<file path="src/rtl/io_bridge_pkg.sv">
// Shared constants for the processor I/O bridge: default port counts,
// interrupt FSM encoding and a small slot-address helper.
package io_bridge_pkg;

    localparam int NBIOIN_DEF = 2;
    localparam int NBIOOU_DEF = 2;
    localparam int NPIN       = 2 ** NBIOIN_DEF;
    localparam int NPOUT      = 2 ** NBIOOU_DEF;

    // Interrupt FSM encoding (kept as plain constants for legacy tools)
    localparam logic [1:0] ST_IDLE  = 2'd0;
    localparam logic [1:0] ST_PULSE = 2'd1;
    localparam logic [1:0] ST_WAIT  = 2'd2;

    // True when a processor read address selects the given slot
    function automatic logic slot_hit(input int unsigned addr, input int unsigned slot);
        return addr == slot;
    endfunction

endpackage

</file>
<file path="src/rtl/io_in_slot.sv">
// One-word holding slot for a single input port.
// Handshake: a word moves from the peripheral into the slot on a rising edge
// where p_vld and rdy are both 1; while rdy is 0 the peripheral keeps p_in
// and p_vld stable. rdy is 1 when the slot is empty or is being read in the
// same cycle, so a read and a refill can happen on the same edge.
module io_in_slot
    import io_bridge_pkg::*;
#(
    parameter int NUBITS = 16
) (
    input  logic              clk,
    input  logic              rst,
    input  logic [NUBITS-1:0] p_in,
    input  logic              p_vld,
    input  logic              rd_hit,
    output logic [NUBITS-1:0] hold,
    output logic              full,
    output logic              rdy
);

    // Slot accepts when empty or when the current word is being consumed
    always_comb rdy = ~full | rd_hit;

    // Capture has priority over the read so a bypass refill keeps the slot full
    always_ff @(posedge clk or posedge rst) begin
        if (rst) begin
            hold <= '0;
            full <= 1'b0;
        end else if (p_vld && rdy) begin
            hold <= p_in;
            full <= 1'b1;
        end else if (rd_hit) begin
            full <= 1'b0;
        end
    end

endmodule

</file>
<file path="src/rtl/io_bridge.sv">
// Peripheral-side responder for the processor I/O bus: latched output
// registers with write strobes, input holding slots with valid/ready, and a
// one-shot interrupt raised when enabled input data is pending.
module io_bridge
    import io_bridge_pkg::*;
#(
    parameter int NUBITS = 16,
    parameter int NBIOIN = NBIOIN_DEF,
    parameter int NBIOOU = NBIOOU_DEF,
    parameter logic [2**NBIOIN-1:0] ITR_EN = '1
) (
    input  logic                          clk,
    input  logic                          rst,
    input  logic [NUBITS-1:0]             io_out,
    input  logic [NBIOOU-1:0]             addr_out,
    input  logic                          out_en,
    input  logic [NBIOIN-1:0]             addr_in,
    input  logic                          req_in,
    output logic [NUBITS-1:0]             io_in,
    output logic                          itr,
    output logic [NUBITS*(2**NBIOOU)-1:0] p_out,
    output logic [2**NBIOOU-1:0]          p_stb,
    input  logic [NUBITS*(2**NBIOIN)-1:0] p_in,
    input  logic [2**NBIOIN-1:0]          p_vld,
    output logic [2**NBIOIN-1:0]          p_rdy,
    output logic [2**NBIOIN-1:0]          p_full,
    output logic [1:0]                    state_dbg
);

    localparam int NPI = 2 ** NBIOIN;
    localparam int NPO = 2 ** NBIOOU;

    logic [NUBITS-1:0] out_reg  [NPO];
    logic [NUBITS-1:0] hold_arr [NPI];
    logic [1:0]        state;
    logic [1:0]        state_nxt;
    logic              pend;

    // Write path: latch the addressed output port
    always_ff @(posedge clk or posedge rst) begin
        if (rst) begin
            for (int k = 0; k < NPO; k++) out_reg[k] <= '0;
        end else if (out_en) begin
            out_reg[addr_out] <= io_out;
        end
    end

    // Write strobe: one-cycle pulse on the port written at the previous edge
    always_ff @(posedge clk or posedge rst) begin
        if (rst) p_stb <= '0;
        else if (out_en) p_stb <= {{(NPO-1){1'b0}}, 1'b1} << addr_out;
        else p_stb <= '0;
    end

    for (genvar k = 0; k < NPO; k++) begin : g_out
        assign p_out[k*NUBITS +: NUBITS] = out_reg[k];
    end

    for (genvar p = 0; p < NPI; p++) begin : g_slot
        io_in_slot #(.NUBITS(NUBITS)) u_slot (
            .clk    (clk),
            .rst    (rst),
            .p_in   (p_in[p*NUBITS +: NUBITS]),
            .p_vld  (p_vld[p]),
            .rd_hit (req_in & slot_hit(32'(addr_in), p)),
            .hold   (hold_arr[p]),
            .full   (p_full[p]),
            .rdy    (p_rdy[p])
        );
    end

    // Read mux: zero-latency view of the addressed slot, full or not
    always_comb io_in = hold_arr[addr_in];

    // Any enabled slot holding unread data requests attention
    always_comb pend = |(p_full & ITR_EN);

    // Interrupt FSM next state: one pulse per rise of pend
    always_comb begin
        state_nxt = state;
        case (state)
            ST_IDLE:  if (pend) state_nxt = ST_PULSE;
            ST_PULSE: state_nxt = ST_WAIT;
            ST_WAIT:  if (!pend) state_nxt = ST_IDLE;
            default:  state_nxt = ST_IDLE;
        endcase
    end

    // Interrupt FSM state and registered itr, high only while in PULSE
    always_ff @(posedge clk or posedge rst) begin
        if (rst) begin
            state <= ST_IDLE;
            itr   <= 1'b0;
        end else begin
            state <= state_nxt;
            itr   <= (state_nxt == ST_PULSE);
        end
    end

    assign state_dbg = state;

endmodule

</file>
<file path="config.mk">
export PLATFORM = sky130hd
export DESIGN_NAME = io_bridge
export DESIGN_NICKNAME = d
export VERILOG_FILES = /design/src/rtl/io_bridge_pkg.sv /design/src/rtl/io_in_slot.sv /design/src/rtl/io_bridge.sv
export SDC_FILE = /design/constraint.sdc
export NUM_CORES = 1
export LEC_CHECK = 0
export BUFFER_PORTS_ARGS = -buffer_cell sky130_fd_sc_hd__buf_2
export CAP_MARGIN = 20
export CORE_MARGIN = 2
export CORE_UTILIZATION = 46
export DETAILED_ROUTE_END_ITERATION = 10
export HOLD_SLACK_MARGIN = 0.08
export PLACE_DENSITY = 0.85
export SLEW_MARGIN = 25
export SYNTH_ARGS = -nofsm -noshare
export SYNTH_HDL_FRONTEND = slang
export SYNTH_SLANG_ARGS = --single-unit
</file>
<file path="constraint.sdc">
create_clock -name clk -period 4.12 [get_ports clk]
set_input_delay 0.412 -clock clk [delete_from_list [all_inputs] [get_ports clk]]
set_output_delay 0.412 -clock clk [all_outputs]
set_load 0.05 [all_outputs]
</file>
==> key figures <==
Status
  • Status: finished clean

Timing
  • Final setup fails: 0
  • Final Slew Violations: 0
  • Slew headroom: 35.7%
  • Fin. Hold Viols: 0
  • Post-layout min period: 2200 ps
  • Period utilisation layout: 53.5%
  • Setup_tns: 0 ps
  • Worst Hold Slack: 219 ps
  • Layout Skew: 5.72 ps
  • Unrepaired setup endpoints after global routing: false
  • Achievable frequency: 0.454 GHz
  • Slew @ Worst Pin: 964 ps

Placement
  • Hpwl dp: 8910 µm
  • GPL Wtd Cong: 0.797
  • DP Cell Count: 672
  • I/O Buffers: 186
  • Placed inst area: 6830 µm²

Worst setup path
  • Crit Path Class: in2out
  • CP Capture Type: output port
  • Worst reg2reg startpoint: g_slot[0].u_slot.full$_DFFE_PP0P_
  • R2r endpoint: g_slot[0].u_slot.hold[13]$_DFFE_PP0P_
  • Setup slack, reg-to-reg: 2480 ps
  • Crit path DAT: 1790 ps
  • Reg2Reg Depth: 3
  • Critical Path RT: 3710 ps
  • CP Max Fanout: 20
  • Worst setup SP type: input port

CTS
  • Hold-fix buffers, CTS: 0
  • Clk_lat worst skew: 410 ps
  • CTS tree: built
  • CTS max path bufs: 2
  • Clock slew at reported path FFs: 60 ps
  • H-tree Lvls: 4
  • Clock sink count: 139
  • CTS buffer count: 17
  • Postcts setup bufs: 0
  • Root cell of the clock tree: clkbuf_16
  • Cts repair resizes: 0

Yosys
  • Yosys reg bits: 139
  • Post-Syn Area: 5850 µm²
  • Synth Area in Simple Gates: 2.82%
  • Post-synthesis cell count: 333
  • Register area share after synthesis: 59.5%
  • Area share of the largest cell type after synthesis: 59.5%
  • Area contributors post-synth: dfrtp_1 59%, mux2_2 17%, mux2_4 7.4%
  • Largest family of logic cells by synthesized area: multiplexers
  • Syn_nets: 425
  • Xor/xnor cell area share of the yosys netlist: 0%
  • Synthesis warning total: 0
  • Syn_area_per_cell: 17.6 µm²
  • Largest area contributor in the netlist: dfrtp_1
  • Fraction of the mapped netlist area in adder cells: 0%
  • Post-synthesis compound-gate area fraction: 1.24%
  • Multiplexer share of the synthesized area: 33.0%
  • Post-synth cell types: 21

Pwr
  • Leakage: 3.60 nW
  • Peak supply drop: 456 µV
  • Share of total power in sequential cells: 36.9%
  • Switching Fraction: 33.6%
  • Clk pwr share: 33.8%
  • Total power per unit cell area: 662 nW/µm²
  • Int Pwr: 0.00329 W
  • Combinational power share: 29.2%
  • P_sw: 0.00166 W

Detailed routing
  • Via count: 3546
  • Routed len/inst: 18.1 µm
  • Antenna Nets Post-Route: 0
  • DR iter-0 viols: 210
  • Routed WL: 12700 µm
  • DRC violations left: 0
  • Via-to-Cell Ratio: 5.04
  • DR pass1 iterations: 4

Run
  • MaxCap Viol Count: 0

Die
  • DIE HEIGHT: 117 µm
  • Core area: 12500 µm²
  • Number of I/O pins: 187
  • Starting density of the core: 46.7%
  • Die ar.: 13600 µm²
  • Die W: 117 µm
  • Core Rows: 41

Global route
  • Global-route wire length before repair: 19400 µm
  • GRT Total Usage: 19.1%
  • Initial antenna violation count: 0
  • Vias in the first global route: 3783
  • Largest net degree at the start of global routing: 140
  • Gr ovfl total: 0

Finish
  • Layout fillers: 985
  • Final Cell Area: 7490 µm²
  • Final Non-Filler Cells: 703
  • Share of cells above drive strength 1: 68.2%
  • NumNets Final: 611
  • Syn-to-layout area delta: 28.0%
  • Ant diodes: 0
  • Fin util: 59.8%

Min path
  • Min-Delay Path Depth: 2
  • Hold endpoint: g_slot[1].u_slot.hold[4]$_DFFE_PP0P_
  • Hold Path Origin: p_in[20]
  • Hold crit path type: in2reg
[registers in the layout (all words and copies together), names as in the netlist]
register	count
p_out	64
itr	1
p_stb	4
state_dbg	2
g_slot.u_slot.full	4
g_slot.u_slot.hold	64
[worst max-delay path by stage]
stage                from                                     to  slack, ps
3_3_place_gp   addr_in[1]  g_slot[3].u_slot.hold[11]$_DFFE_PP0P_       1840
3_5_place_dp   addr_in[1]  g_slot[3].u_slot.hold[13]$_DFFE_PP0P_       1760
6_report       addr_in[1]                               io_in[2]       1920
2_1_floorplan         rst      g_slot[0].u_slot.full$_DFFE_PP0P_       1970
5_1_grt        addr_in[1]                               io_in[2]       1820
4_1_cts        addr_in[1]                               io_in[2]       1890
[critical path, cell delays in order]
cell and delay, ps:
buf_2 510, mux4_1 630, buf_2 230
[cells in the mapped netlist]
cell,n
a21boi_4,3
buf_12,2
buf_2,4
buf_4,9
buf_6,5
dfrtp_1,139
inv_1,5
mux2_1,11
mux2_2,89
mux2_4,29
mux4_1,2
mux4_2,14
nand2_1,3
nand2b_1,5
nand3_2,2
nand3b_2,4
nor2_1,1
nor3_1,2
nor3b_4,2
nor4_1,1
o21ai_4,1
[kinds of logic after synthesis]
| group | Yosys count |
|---|---|
| muxes | 145 |
| DFF | 139 |
| buffers and inverters | 25 |
| and+or+nand+nor | 20 |
| AOI/OAI and AO/OA | 4 |
[layer usage]
layer  vias up  wire length [µm]  part of all wire, %  track usage [%]
met5         -                 0                    0                0
met1      1808              5090                   40             22.2
met4         0               184                  1.4             8.08
met3        20              1000                  7.9             6.43
met2       141              6430                   51             32.3
li1       1577                 -                    -                -
[area by class of cell]
cell class / instances / area [µm²] / share of cell area [%]
Multi-Input combinational cell: 169 / 2170 / 28.9
Clock inverter: 13 / 223 / 2.98
Tap cell: 172 / 215 / 2.87
Inverter: 5 / 22.5 / 0.301
Timing Repair Buffer: 187 / 951 / 12.7
Sequential cell: 139 / 3480 / 46.5
Clock buffer: 18 / 429 / 5.73
[power by group through the flow]
stage,registers [W],clock network (W),logic (W)
2_1_floorplan,0.00229,0,0.000665
3_3_place_gp,0.00183,0,0.00142
3_5_place_dp,0.00185,0,0.00145
4_1_cts,0.00183,0.00171,0.00146
5_1_grt,0.00186,0.00176,0.00152
6_report,0.00183,0.00168,0.00145
[placed cells by master (no fill, tap or decap), types with 2 or more instances in the layout]
master,n
nand2_1,3
buf_2,186
mux4_2,14
a21boi_4,3
bufinv_16,6
nand2b_1,5
nor3_1,2
nand3_2,2
nor3b_4,2
mux2_2,89
clkinv_2,5
dfrtp_1,139
mux2_1,11
inv_1,4
nand3b_2,4
clkbuf_16,17
mux4_1,2
mux2_4,29
[per-stage QoR]
| step | setup slack [ps] | power (W) |
|---|---|---|
| CTS | 1890 | 0.00500 |
| finish | 1920 | 0.00496 |
| global placement | 1840 | 0.00325 |
| global route | 1820 | 0.00514 |
| detailed placement | 1760 | 0.00330 |
| floorplan | 1970 | 0.00295 |
Note: power is estimated with default switching activity, not from simulation.
